===== config.mk =====
export PLATFORM = sky130hd
export DESIGN_NAME = mem_access_ctrl_flat
export DESIGN_NICKNAME = d
export VERILOG_FILES = /design/src/rtl/mem_access_ctrl_if.sv /design/src/rtl/mem_access_ctrl.sv /design/src/flat_wrapper.sv
export SDC_FILE = /design/constraint.sdc
export NUM_CORES = 1
export LEC_CHECK = 0
export CAP_MARGIN = 0
export CORE_ASPECT_RATIO = 0.6
export CORE_MARGIN = 4
export CORE_UTILIZATION = 48
export DETAILED_ROUTE_END_ITERATION = 7
export PLACE_DENSITY = 0.86
export SETUP_SLACK_MARGIN = 0.2
export SYNTH_ARGS = -nofsm -noshare
export SYNTH_HDL_FRONTEND = slang
export SYNTH_SLANG_ARGS = --single-unit

===== constraint.sdc =====
create_clock -name CLK -period 13.8 [get_ports CLK]
set_input_delay 1.38 -clock CLK [delete_from_list [all_inputs] [get_ports CLK]]
set_output_delay 1.38 -clock CLK [all_outputs]
set_load 0.01 [all_outputs]

===== src/rtl/mem_access_ctrl_if.sv =====
// mem_access_ctrl_if: pipeline-side and data-cache-side signals of the MEM-stage access
// controller, bundled into one interface.
//   master : the controller. It consumes EX/MEM fields, snoop and cache responses, and
//            drives the cache request, stall, load data, SC result, halt and counters.
//   slave  : the environment. This is the EX/MEM register, the coherence path and the
//            data cache.
interface mem_access_ctrl_if;
  // EX/MEM fields
  logic        dREN_i;
  logic        dWEN_i;
  logic        ll_i;
  logic        sc_i;
  logic        halt_i;
  logic [31:0] aluout_i;
  logic [31:0] rdat2_i;
  // coherence invalidation
  logic        snoop_inval_i;
  logic [31:0] snoop_addr_i;
  // data cache
  logic        dhit;
  logic [31:0] dmemload;
  logic        dmemREN;
  logic        dmemWEN;
  logic [31:0] dmemaddr;
  logic [31:0] dmemstore;
  // pipeline / status
  logic        stall_o;
  logic [31:0] ldata_o;
  logic        sc_result_o;
  logic        halt_o;
  logic [31:0] access_cnt_o;
  logic [31:0] stall_cnt_o;

  modport master (
    input  dREN_i, dWEN_i, ll_i, sc_i, halt_i, aluout_i, rdat2_i,
    input  snoop_inval_i, snoop_addr_i, dhit, dmemload,
    output dmemREN, dmemWEN, dmemaddr, dmemstore,
    output stall_o, ldata_o, sc_result_o, halt_o, access_cnt_o, stall_cnt_o
  );

  modport slave (
    output dREN_i, dWEN_i, ll_i, sc_i, halt_i, aluout_i, rdat2_i,
    output snoop_inval_i, snoop_addr_i, dhit, dmemload,
    input  dmemREN, dmemWEN, dmemaddr, dmemstore,
    input  stall_o, ldata_o, sc_result_o, halt_o, access_cnt_o, stall_cnt_o
  );
endinterface


===== src/rtl/mem_access_ctrl.sv =====
// mem_access_ctrl: memory-stage access controller that sits after the EX/MEM register.
// It turns a load or store into a data-cache request and holds that request stable until
// dhit. It stalls the pipeline while the request is outstanding. It captures load data
// for MEM/WB and latches a sticky halt.
//
// Ports:
//   CLK  - clock, rising edge
//   RST  - asynchronous active-high reset
//   bus  - mem_access_ctrl_if.master. It carries the EX/MEM fields (dREN_i, dWEN_i, ll_i,
//          sc_i, halt_i, aluout_i, rdat2_i), the snoop inputs and the cache handshake
//          (dhit, dmemload, dmemREN, dmemWEN, dmemaddr, dmemstore). It also carries the
//          outputs stall_o, ldata_o, sc_result_o, halt_o, access_cnt_o and stall_cnt_o.
//
// Build option:
//   LLSC_EN - when defined, the LL/SC link register, the SC-fail path and the snoop
//             invalidation are built. When undefined, LL is a plain load, SC is a plain
//             store and sc_result_o is tied to 1.
module mem_access_ctrl (
  input  logic                 CLK,
  input  logic                 RST,
  mem_access_ctrl_if.master    bus
);

  localparam logic [1:0] IDLE = 2'd0;
  localparam logic [1:0] WAIT = 2'd1;
  localparam logic [1:0] HALT = 2'd2;

  logic [1:0]  state_q, state_d;

  // request held while waiting for dhit
  logic        ren_q, wen_q, halt_q;
  logic [31:0] addr_q, store_q;

  logic [31:0] ldata_q;
  logic [31:0] access_q, stall_cnt_q;

  logic        req, scfail, issue, in_wait, active, done, stall;
  logic        cur_ren, cur_wen;
  logic [31:0] cur_addr, cur_store;

  assign req     = bus.dREN_i | bus.dWEN_i;
  assign in_wait = (state_q == WAIT);
  // no new request is presented while reset is held, so requests drop asynchronously
  assign issue   = (state_q == IDLE) & req & ~scfail & ~RST;
  assign active  = issue | in_wait;
  assign done    = active & bus.dhit;
  assign stall   = active & ~bus.dhit;

  assign cur_ren   = in_wait ? ren_q   : bus.dREN_i;
  assign cur_wen   = in_wait ? wen_q   : bus.dWEN_i;
  assign cur_addr  = in_wait ? addr_q  : bus.aluout_i;
  assign cur_store = in_wait ? store_q : bus.rdat2_i;

  always_comb begin
    bus.dmemREN   = active & cur_ren;
    bus.dmemWEN   = active & cur_wen;
    bus.dmemaddr  = active ? cur_addr  : 32'h0;
    bus.dmemstore = active ? cur_store : 32'h0;
    bus.stall_o   = stall;
    bus.ldata_o   = bus.dhit ? bus.dmemload : ldata_q;
    bus.halt_o    = (state_q == HALT);
    bus.access_cnt_o = access_q;
    bus.stall_cnt_o  = stall_cnt_q;
  end

  // A request that completes alongside halt_i finishes first and then halts.
  always_comb begin
    state_d = state_q;
    case (state_q)
      IDLE: begin
        if (issue & ~bus.dhit) state_d = WAIT;
        else if (bus.halt_i)   state_d = HALT;
      end
      WAIT: begin
        if (bus.dhit) state_d = halt_q ? HALT : IDLE;
      end
      HALT:    state_d = HALT;
      default: state_d = IDLE;
    endcase
  end

  always_ff @(posedge CLK or posedge RST) begin
    if (RST) begin
      state_q     <= IDLE;
      ren_q       <= 1'b0;
      wen_q       <= 1'b0;
      halt_q      <= 1'b0;
      addr_q      <= 32'h0;
      store_q     <= 32'h0;
      ldata_q     <= 32'h0;
      access_q    <= 32'h0;
      stall_cnt_q <= 32'h0;
    end else begin
      state_q <= state_d;
      if (issue) begin
        ren_q   <= bus.dREN_i;
        wen_q   <= bus.dWEN_i;
        halt_q  <= bus.halt_i;
        addr_q  <= bus.aluout_i;
        store_q <= bus.rdat2_i;
      end
      if (done & cur_ren) ldata_q <= bus.dmemload;
      if (done && access_q != 32'hFFFF_FFFF) access_q <= access_q + 32'd1;
      if (stall && stall_cnt_q != 32'hFFFF_FFFF) stall_cnt_q <= stall_cnt_q + 32'd1;
    end
  end

`ifdef LLSC_EN
  logic        ll_q, sc_q;
  logic        cur_ll, cur_sc;
  logic        link_valid_q, link_valid_d;
  logic [31:2] link_addr_q, link_addr_d;
  logic        sc_res_q, sc_res_d;
  logic        snoop_hit, scfail_done, ll_snooped;
  logic        unused_llsc;

  assign cur_ll = in_wait ? ll_q : bus.ll_i;
  assign cur_sc = in_wait ? sc_q : bus.sc_i;

  assign snoop_hit = bus.snoop_inval_i & (bus.snoop_addr_i[31:2] == link_addr_q);
  // The snoop check sits inside the success term, so a snoop in the SC check cycle wins.
  assign scfail = bus.sc_i & bus.dWEN_i &
                  ~(link_valid_q & (link_addr_q == bus.aluout_i[31:2]) & ~snoop_hit);
  // SC failure resolves without the cache. It is only meaningful from IDLE.
  assign scfail_done = (state_q == IDLE) & scfail;
  // An LL whose word is invalidated in its completion cycle must not set the link.
  assign ll_snooped  = bus.snoop_inval_i & (bus.snoop_addr_i[31:2] == cur_addr[31:2]);
  assign unused_llsc = ^bus.snoop_addr_i[1:0];

  always_comb begin
    link_valid_d = link_valid_q;
    link_addr_d  = link_addr_q;
    sc_res_d     = sc_res_q;
    if (done & cur_wen & (cur_addr[31:2] == link_addr_q)) link_valid_d = 1'b0;
    if (done & cur_wen & cur_sc) begin
      link_valid_d = 1'b0;
      sc_res_d     = 1'b1;
    end
    if (scfail_done) begin
      link_valid_d = 1'b0;
      sc_res_d     = 1'b0;
    end
    if (snoop_hit) link_valid_d = 1'b0;
    if (done & cur_ren & cur_ll) begin
      if (ll_snooped) begin
        link_valid_d = 1'b0;
      end else begin
        link_valid_d = 1'b1;
        link_addr_d  = cur_addr[31:2];
      end
    end
  end

  always_ff @(posedge CLK or posedge RST) begin
    if (RST) begin
      ll_q         <= 1'b0;
      sc_q         <= 1'b0;
      link_valid_q <= 1'b0;
      link_addr_q  <= '0;
      sc_res_q     <= 1'b0;
    end else begin
      if (issue) begin
        ll_q <= bus.ll_i;
        sc_q <= bus.sc_i;
      end
      link_valid_q <= link_valid_d;
      link_addr_q  <= link_addr_d;
      sc_res_q     <= sc_res_d;
    end
  end

  assign bus.sc_result_o = sc_res_q;
`else
  logic unused_llsc;

  assign scfail          = 1'b0;
  assign bus.sc_result_o = 1'b1;
  assign unused_llsc     = ^{bus.ll_i, bus.sc_i, bus.snoop_inval_i, bus.snoop_addr_i};
`endif

endmodule


===== src/flat_wrapper.sv =====
// flat-port wrapper written by rule: the top's interface ports become plain ports
module mem_access_ctrl_flat 
  (CLK, RST, bus_dREN_i, bus_dWEN_i, bus_ll_i, bus_sc_i, bus_halt_i, bus_aluout_i, bus_rdat2_i, bus_snoop_inval_i, bus_snoop_addr_i, bus_dhit, bus_dmemload, bus_dmemREN, bus_dmemWEN, bus_dmemaddr, bus_dmemstore, bus_stall_o, bus_ldata_o, bus_sc_result_o, bus_halt_o, bus_access_cnt_o, bus_stall_cnt_o);
  mem_access_ctrl_if bus_i ();
  input  logic CLK;
  input  logic RST;
  input wire logic [$bits(bus_i.dREN_i)-1:0] bus_dREN_i;
  input wire logic [$bits(bus_i.dWEN_i)-1:0] bus_dWEN_i;
  input wire logic [$bits(bus_i.ll_i)-1:0] bus_ll_i;
  input wire logic [$bits(bus_i.sc_i)-1:0] bus_sc_i;
  input wire logic [$bits(bus_i.halt_i)-1:0] bus_halt_i;
  input wire logic [$bits(bus_i.aluout_i)-1:0] bus_aluout_i;
  input wire logic [$bits(bus_i.rdat2_i)-1:0] bus_rdat2_i;
  input wire logic [$bits(bus_i.snoop_inval_i)-1:0] bus_snoop_inval_i;
  input wire logic [$bits(bus_i.snoop_addr_i)-1:0] bus_snoop_addr_i;
  input wire logic [$bits(bus_i.dhit)-1:0] bus_dhit;
  input wire logic [$bits(bus_i.dmemload)-1:0] bus_dmemload;
  output wire logic [$bits(bus_i.dmemREN)-1:0] bus_dmemREN;
  output wire logic [$bits(bus_i.dmemWEN)-1:0] bus_dmemWEN;
  output wire logic [$bits(bus_i.dmemaddr)-1:0] bus_dmemaddr;
  output wire logic [$bits(bus_i.dmemstore)-1:0] bus_dmemstore;
  output wire logic [$bits(bus_i.stall_o)-1:0] bus_stall_o;
  output wire logic [$bits(bus_i.ldata_o)-1:0] bus_ldata_o;
  output wire logic [$bits(bus_i.sc_result_o)-1:0] bus_sc_result_o;
  output wire logic [$bits(bus_i.halt_o)-1:0] bus_halt_o;
  output wire logic [$bits(bus_i.access_cnt_o)-1:0] bus_access_cnt_o;
  output wire logic [$bits(bus_i.stall_cnt_o)-1:0] bus_stall_cnt_o;
  assign bus_i.dREN_i = bus_dREN_i;
  assign bus_i.dWEN_i = bus_dWEN_i;
  assign bus_i.ll_i = bus_ll_i;
  assign bus_i.sc_i = bus_sc_i;
  assign bus_i.halt_i = bus_halt_i;
  assign bus_i.aluout_i = bus_aluout_i;
  assign bus_i.rdat2_i = bus_rdat2_i;
  assign bus_i.snoop_inval_i = bus_snoop_inval_i;
  assign bus_i.snoop_addr_i = bus_snoop_addr_i;
  assign bus_i.dhit = bus_dhit;
  assign bus_i.dmemload = bus_dmemload;
  assign bus_dmemREN = bus_i.dmemREN;
  assign bus_dmemWEN = bus_i.dmemWEN;
  assign bus_dmemaddr = bus_i.dmemaddr;
  assign bus_dmemstore = bus_i.dmemstore;
  assign bus_stall_o = bus_i.stall_o;
  assign bus_ldata_o = bus_i.ldata_o;
  assign bus_sc_result_o = bus_i.sc_result_o;
  assign bus_halt_o = bus_i.halt_o;
  assign bus_access_cnt_o = bus_i.access_cnt_o;
  assign bus_stall_cnt_o = bus_i.stall_cnt_o;
  mem_access_ctrl u_core (.CLK(CLK), .RST(RST), .bus(bus_i));
endmodule

# Word level (Yosys, flattened, before mapping)
# Index checks and enable logic that the tools add are counted.
# word_totals
rom_bits,0
latch_bits,0
ff_bits,165
memories,0
out_inout_bits,165
word_cells,45
ramBits,0
in_bits,137
# classes
bitwise,12
shifts,0
div_mod_pow,0
add_sub_neg,2
n_mux,12
mul,0
eq_ne,6
n_reduce_logical,4
order_cmp,0
# op_table
cell,n
32-bit two-way mux,5
"32-bit by 1-bit adder with 32-bit output, second input constant",2
"32-bit inequality test, second input constant",2
1-bit AND,8
2-bit two-way mux,4
2-bit one-hot mux with 3 select lines,1
"3-bit inequality test, second input constant",1
"2-bit by 1-bit equality test with 1-bit output, second input constant",1
"2-bit equality test, second input constant",1
1-bit logical AND,2
2-bit logical NOT,1
1-bit two-way mux,2
"2-bit inequality test, second input constant",1
1-bit inverter,2
1-bit OR,2
2-bit AND reduction,1

# Longest topological paths before layout
# logic_depth
word_depth,6
ltp_mapped,7

# Worst setup path before layout
# No wires, ideal clock.
# synth_timing
path_kind,input to output
startpoint,input port RST
endpoint,output port bus_dmemREN
path_slack_ps,6932
arrival_ps,5488
path_stages,4
n_path_buf,0
required_time_ps,12420
cell_sequence,inv_1 -> and3_1 -> a21oi_1 -> nor2_1
# synth_via
elab_chain_len,4
# synth_rtl
item,line_no,source
from (decl),flat_wrapper.sv:6,input logic RST;
1-bit inverter,mem_access_ctrl.sv:44,assign issue = (state_q == IDLE) & req & ~scfail & ~RST;
1-bit AND,mem_access_ctrl.sv:44,
1-bit OR,mem_access_ctrl.sv:45,assign active = issue | in_wait;
1-bit AND,mem_access_ctrl.sv:55,bus.dmemREN = active & cur_ren;
to (decl),flat_wrapper.sv:18,output wire logic [$bits(bus_i.dmemREN)-1:0] bus_dmemREN;
# No other way between the ends.

# Final worst setup path
# layout_timing
startpoint,input port RST
endpoint,output port bus_dmemaddr[0]
# layout_via
elab_chain_len,4
# layout_rtl
item,line_no,source
1-bit inverter,mem_access_ctrl.sv:44,
1-bit AND,mem_access_ctrl.sv:44,
1-bit OR,mem_access_ctrl.sv:45,
32-bit two-way mux,mem_access_ctrl.sv:57,bus.dmemaddr = active ? cur_addr : 32'h0;
to (decl),flat_wrapper.sv:20,output wire logic [$bits(bus_i.dmemaddr)-1:0] bus_dmemaddr;
# No other way between the ends.

==> impl_metrics.tcl <==
set metrics [dict create \
    fin_crit_ps 5850 \
    num_io_pins 302 \
    placed_cells 1103 \
    grt_pass1_vias 6099 \
    commonest_non_fill_non_tap_cells_in_the_layout "clkdlybuf4s50_1, dfrtp_1, mux2_2" \
    cts_resized 0 \
    die_w_um 174 \
    type_of_the_worst_setup_path "input port to output port" \
    internal_reg_to_reg_setup_slack_ps 10900 \
    skew_ps 10.7 \
    maximum_number_of_pins_on_one_net_before_global_route_repair 92 \
    place.port_buffers 265 \
    routabilityCongestion 0.819 \
    ys_ff_latch 165 \
    dr.pass1.iters 5 \
    grt_pass1_wl_mm 32.7 \
    grtUsageMet2 0.346 \
    globalRoute.busiestLayer "met2" \
    relSlewSlack 0.370 \
    endpoint_arrival_time_on_the_critical_path_ps 4470 \
    vias_per_cell 5.42 \
    worst_path_largest_cell_delay_ps 740 \
    setup_slack_ps 7950 \
    drt_drc_violations_left 0 \
    diode_count 0 \
    grt_util_met3 0.0849 \
    fin_tns_setup_ps 0 \
    worst_pin_slew_ps 946 \
    destination_of_the_critical_timing_path "bus_dmemaddr[0]" \
    area_growth_synth_to_finish_pct 43.2 \
    numCtsBuffers 17 \
    clkSlewWorstSetupHoldPaths_ps 70 \
    final_hold_violation_count 0 \
    crit_required_ps 12420 \
    synth.lib_cells_used.distinct 41 \
    worstReg2RegStart "u_core.state_q[1]" \
    synth.net_count 776 \
    final_max_slew_viol_count 0 \
    gr-usage-all-layers 0.215 \
    power_leakage_nw 4.66 \
    postLayoutCellArea_mm2 0.0114 \
    met1_usage 0.281 \
    cts.hold.buffers_added 0 \
    crit_path_top_delay_cell "buf_4" \
    final_util 0.701 \
    clock_sinks 165 \
    route.detailed.wl_per_inst_um 18.0 \
    yosysSeqAreaShare 0.519 \
    critPathLaunchType "input port" \
    crit-reg2reg-capture "u_core.store_q[2]" \
    cts.root.buffer_cell "clkbuf_16" \
    design.die.area_mm2 0.0188 \
    synthesis.yosys.warnings 0 \
    start_util 0.489 \
    design.core.area_mm2 0.0163 \
    hpwl_mm 14.7 \
    cts_post_setup_buffers_inserted 0 \
    tritoncts "done" \
    ir_worst_vdd_mv 0.0789 \
    setup.worst_path.start "RST" \
    final-instance-count-excl-fill 1135 \
    most_common_cell_after_layout_fill_and_taps_aside "clkdlybuf4s50_1" \
    grt_antenna_before_repair 1 \
    route.antenna.remaining_nets 0 \
    r2r_cells 4 \
    status "complete, no violations" \
    powerDensity_mw_per_mm2 127 \
    core.rowCount 36 \
    layout-drive-gt1-share 0.201 \
    endpoint_kind "output port" \
    postRouteWirelength_mm 20.5 \
    filler_cell_count 1196 \
    holdCritPathClass "flop to flop" \
    multi_input_area_mm2 0.00369 \
    finalCritPeriodShare 0.424 \
    synth.cell_area_mm2 0.00796 \
    crit_family "buffers and inverters" \
    syn-instance-count 637 \
    h-tree-depth 4 \
    critical_path_depth 6 \
    drt_first_iter_violations 347 \
    max-clock-path-buffers 2 \
    grt_setup_unrepaired "no" \
    timing.critical_path.mode_cell "clkdlybuf4s50_1" \
    cap_violations 0 \
    die_h_um 108 \
    overflow 0 \
    max_freq_mhz 171 \
    nets 1033 \
    post_dp_cell_area_mm2 0.0108 \
    cp_cell_sequence "clkdlybuf4s50_1 -> nor3_1 -> o21a_4 -> buf_4 -> a22o_1 -> clkdlybuf4s50_1" \
    detailroute.via_count 6155 \
    postSynthAreaPerCell_um2 12.5 \
    worst-path-max-fanout 76 \
    hold-worst-slack_ps 492 \
    path_buf_inv 3 \
    total_power_mw 1.44 \
    worstSkewPairLatency_ps 410 \
    register_area_mm2 0.00413 \
    dp_slack_ps 7850 \
    setup-violations-final 0 \
]
## flip-flops by register name, summed over array words and instances (netlist names)
register,flops
u_core.addr_q,32
u_core.halt_q,1
u_core.wen_q,1
u_core.ren_q,1
u_core.state_q,2
u_core.bus.access_cnt_o,32
u_core.bus.stall_cnt_o,32
u_core.ldata_q,32
u_core.store_q,32
## power breakdown
group	internal (mW)	switching, mW	leakage, nW
combinational	0.188	0.0949	2.24
clock	0.256	0.210	0.286
sequential	0.622	0.0735	2.13
total	1.07	0.378	4.66
## worst min-delay path by stage
stage | from | slack (ps) | endpoint | cells after the start
finish | u_core.bus.stall_cnt_o[12] | 490 | u_core.bus.stall_cnt_o[12] | 1
global route | u_core.wen_q | 510 | u_core.wen_q | 2
CTS | u_core.bus.stall_cnt_o[12] | 490 | u_core.bus.stall_cnt_o[12] | 1
detailed placement | u_core.ldata_q[24] | 480 | u_core.ldata_q[24] | 1
global placement | u_core.ldata_q[24] | 470 | u_core.ldata_q[24] | 1
floorplan | u_core.ren_q | 440 | u_core.ren_q | 2
## worst register-to-register path, cell delays in order (launching register included)
cell and delay (ps):
dfrtp_1 560, nor3_1 410, o21a_4 610, buf_4 750
mux2_2 450
## kinds of logic after synthesis
group | synth area share
flops | 0.519
fa+ha+maj | 0.00314
compound gates | 0.0893
xor+xnor | 0.0649
simple gates | 0.116
mux | 0.187
other cells | 0.000471
buf+inv | 0.0204
## final cells by class
type | count | share of cell area
Sequential cell | 165 | 0.362
Multi-Input combinational cell | 434 | 0.324
Timing Repair Buffer | 272 | 0.237
Clock buffer | 18 | 0.0376
Tap cell | 228 | 0.0250
Clock inverter | 14 | 0.0126
Inverter | 4 | 0.00176
## layer usage
layer	share of wire	vias up
li1	-	2883
met4	0.0088	2
met5	0.00064	-
met3	0.098	16
met1	0.43	3027
met2	0.46	227
## cell usage after synthesis, drive strengths merged
master	n	area share
nand4b	2	0.0022
buf	17	0.011
and4	9	0.0099
and2	4	0.0031
a211oi	5	0.0069
xnor2	52	0.057
nor4	1	0.00079
xor2	7	0.0077
a211o	1	0.0011
nor2b	2	0.0016
and3	22	0.017
nand3	41	0.026
nand4	28	0.022
mux2	132	0.19
a2111oi	1	0.0035
a22o	64	0.070
o21bai	1	0.0024
nand2	23	0.011
nand2b	1	0.00079
nor3b	1	0.00094
conb	1	0.00047
nor3	8	0.0077
inv	4	0.0019
nor4b	4	0.0052
a21oi	5	0.0031
o21a	2	0.0019
clkbuf	17	0.0080
nor2	14	0.0069
ha	2	0.0031
and3b	1	0.0011
dfrtp	165	0.52
Note: power is estimated with default switching activity, not from simulation.
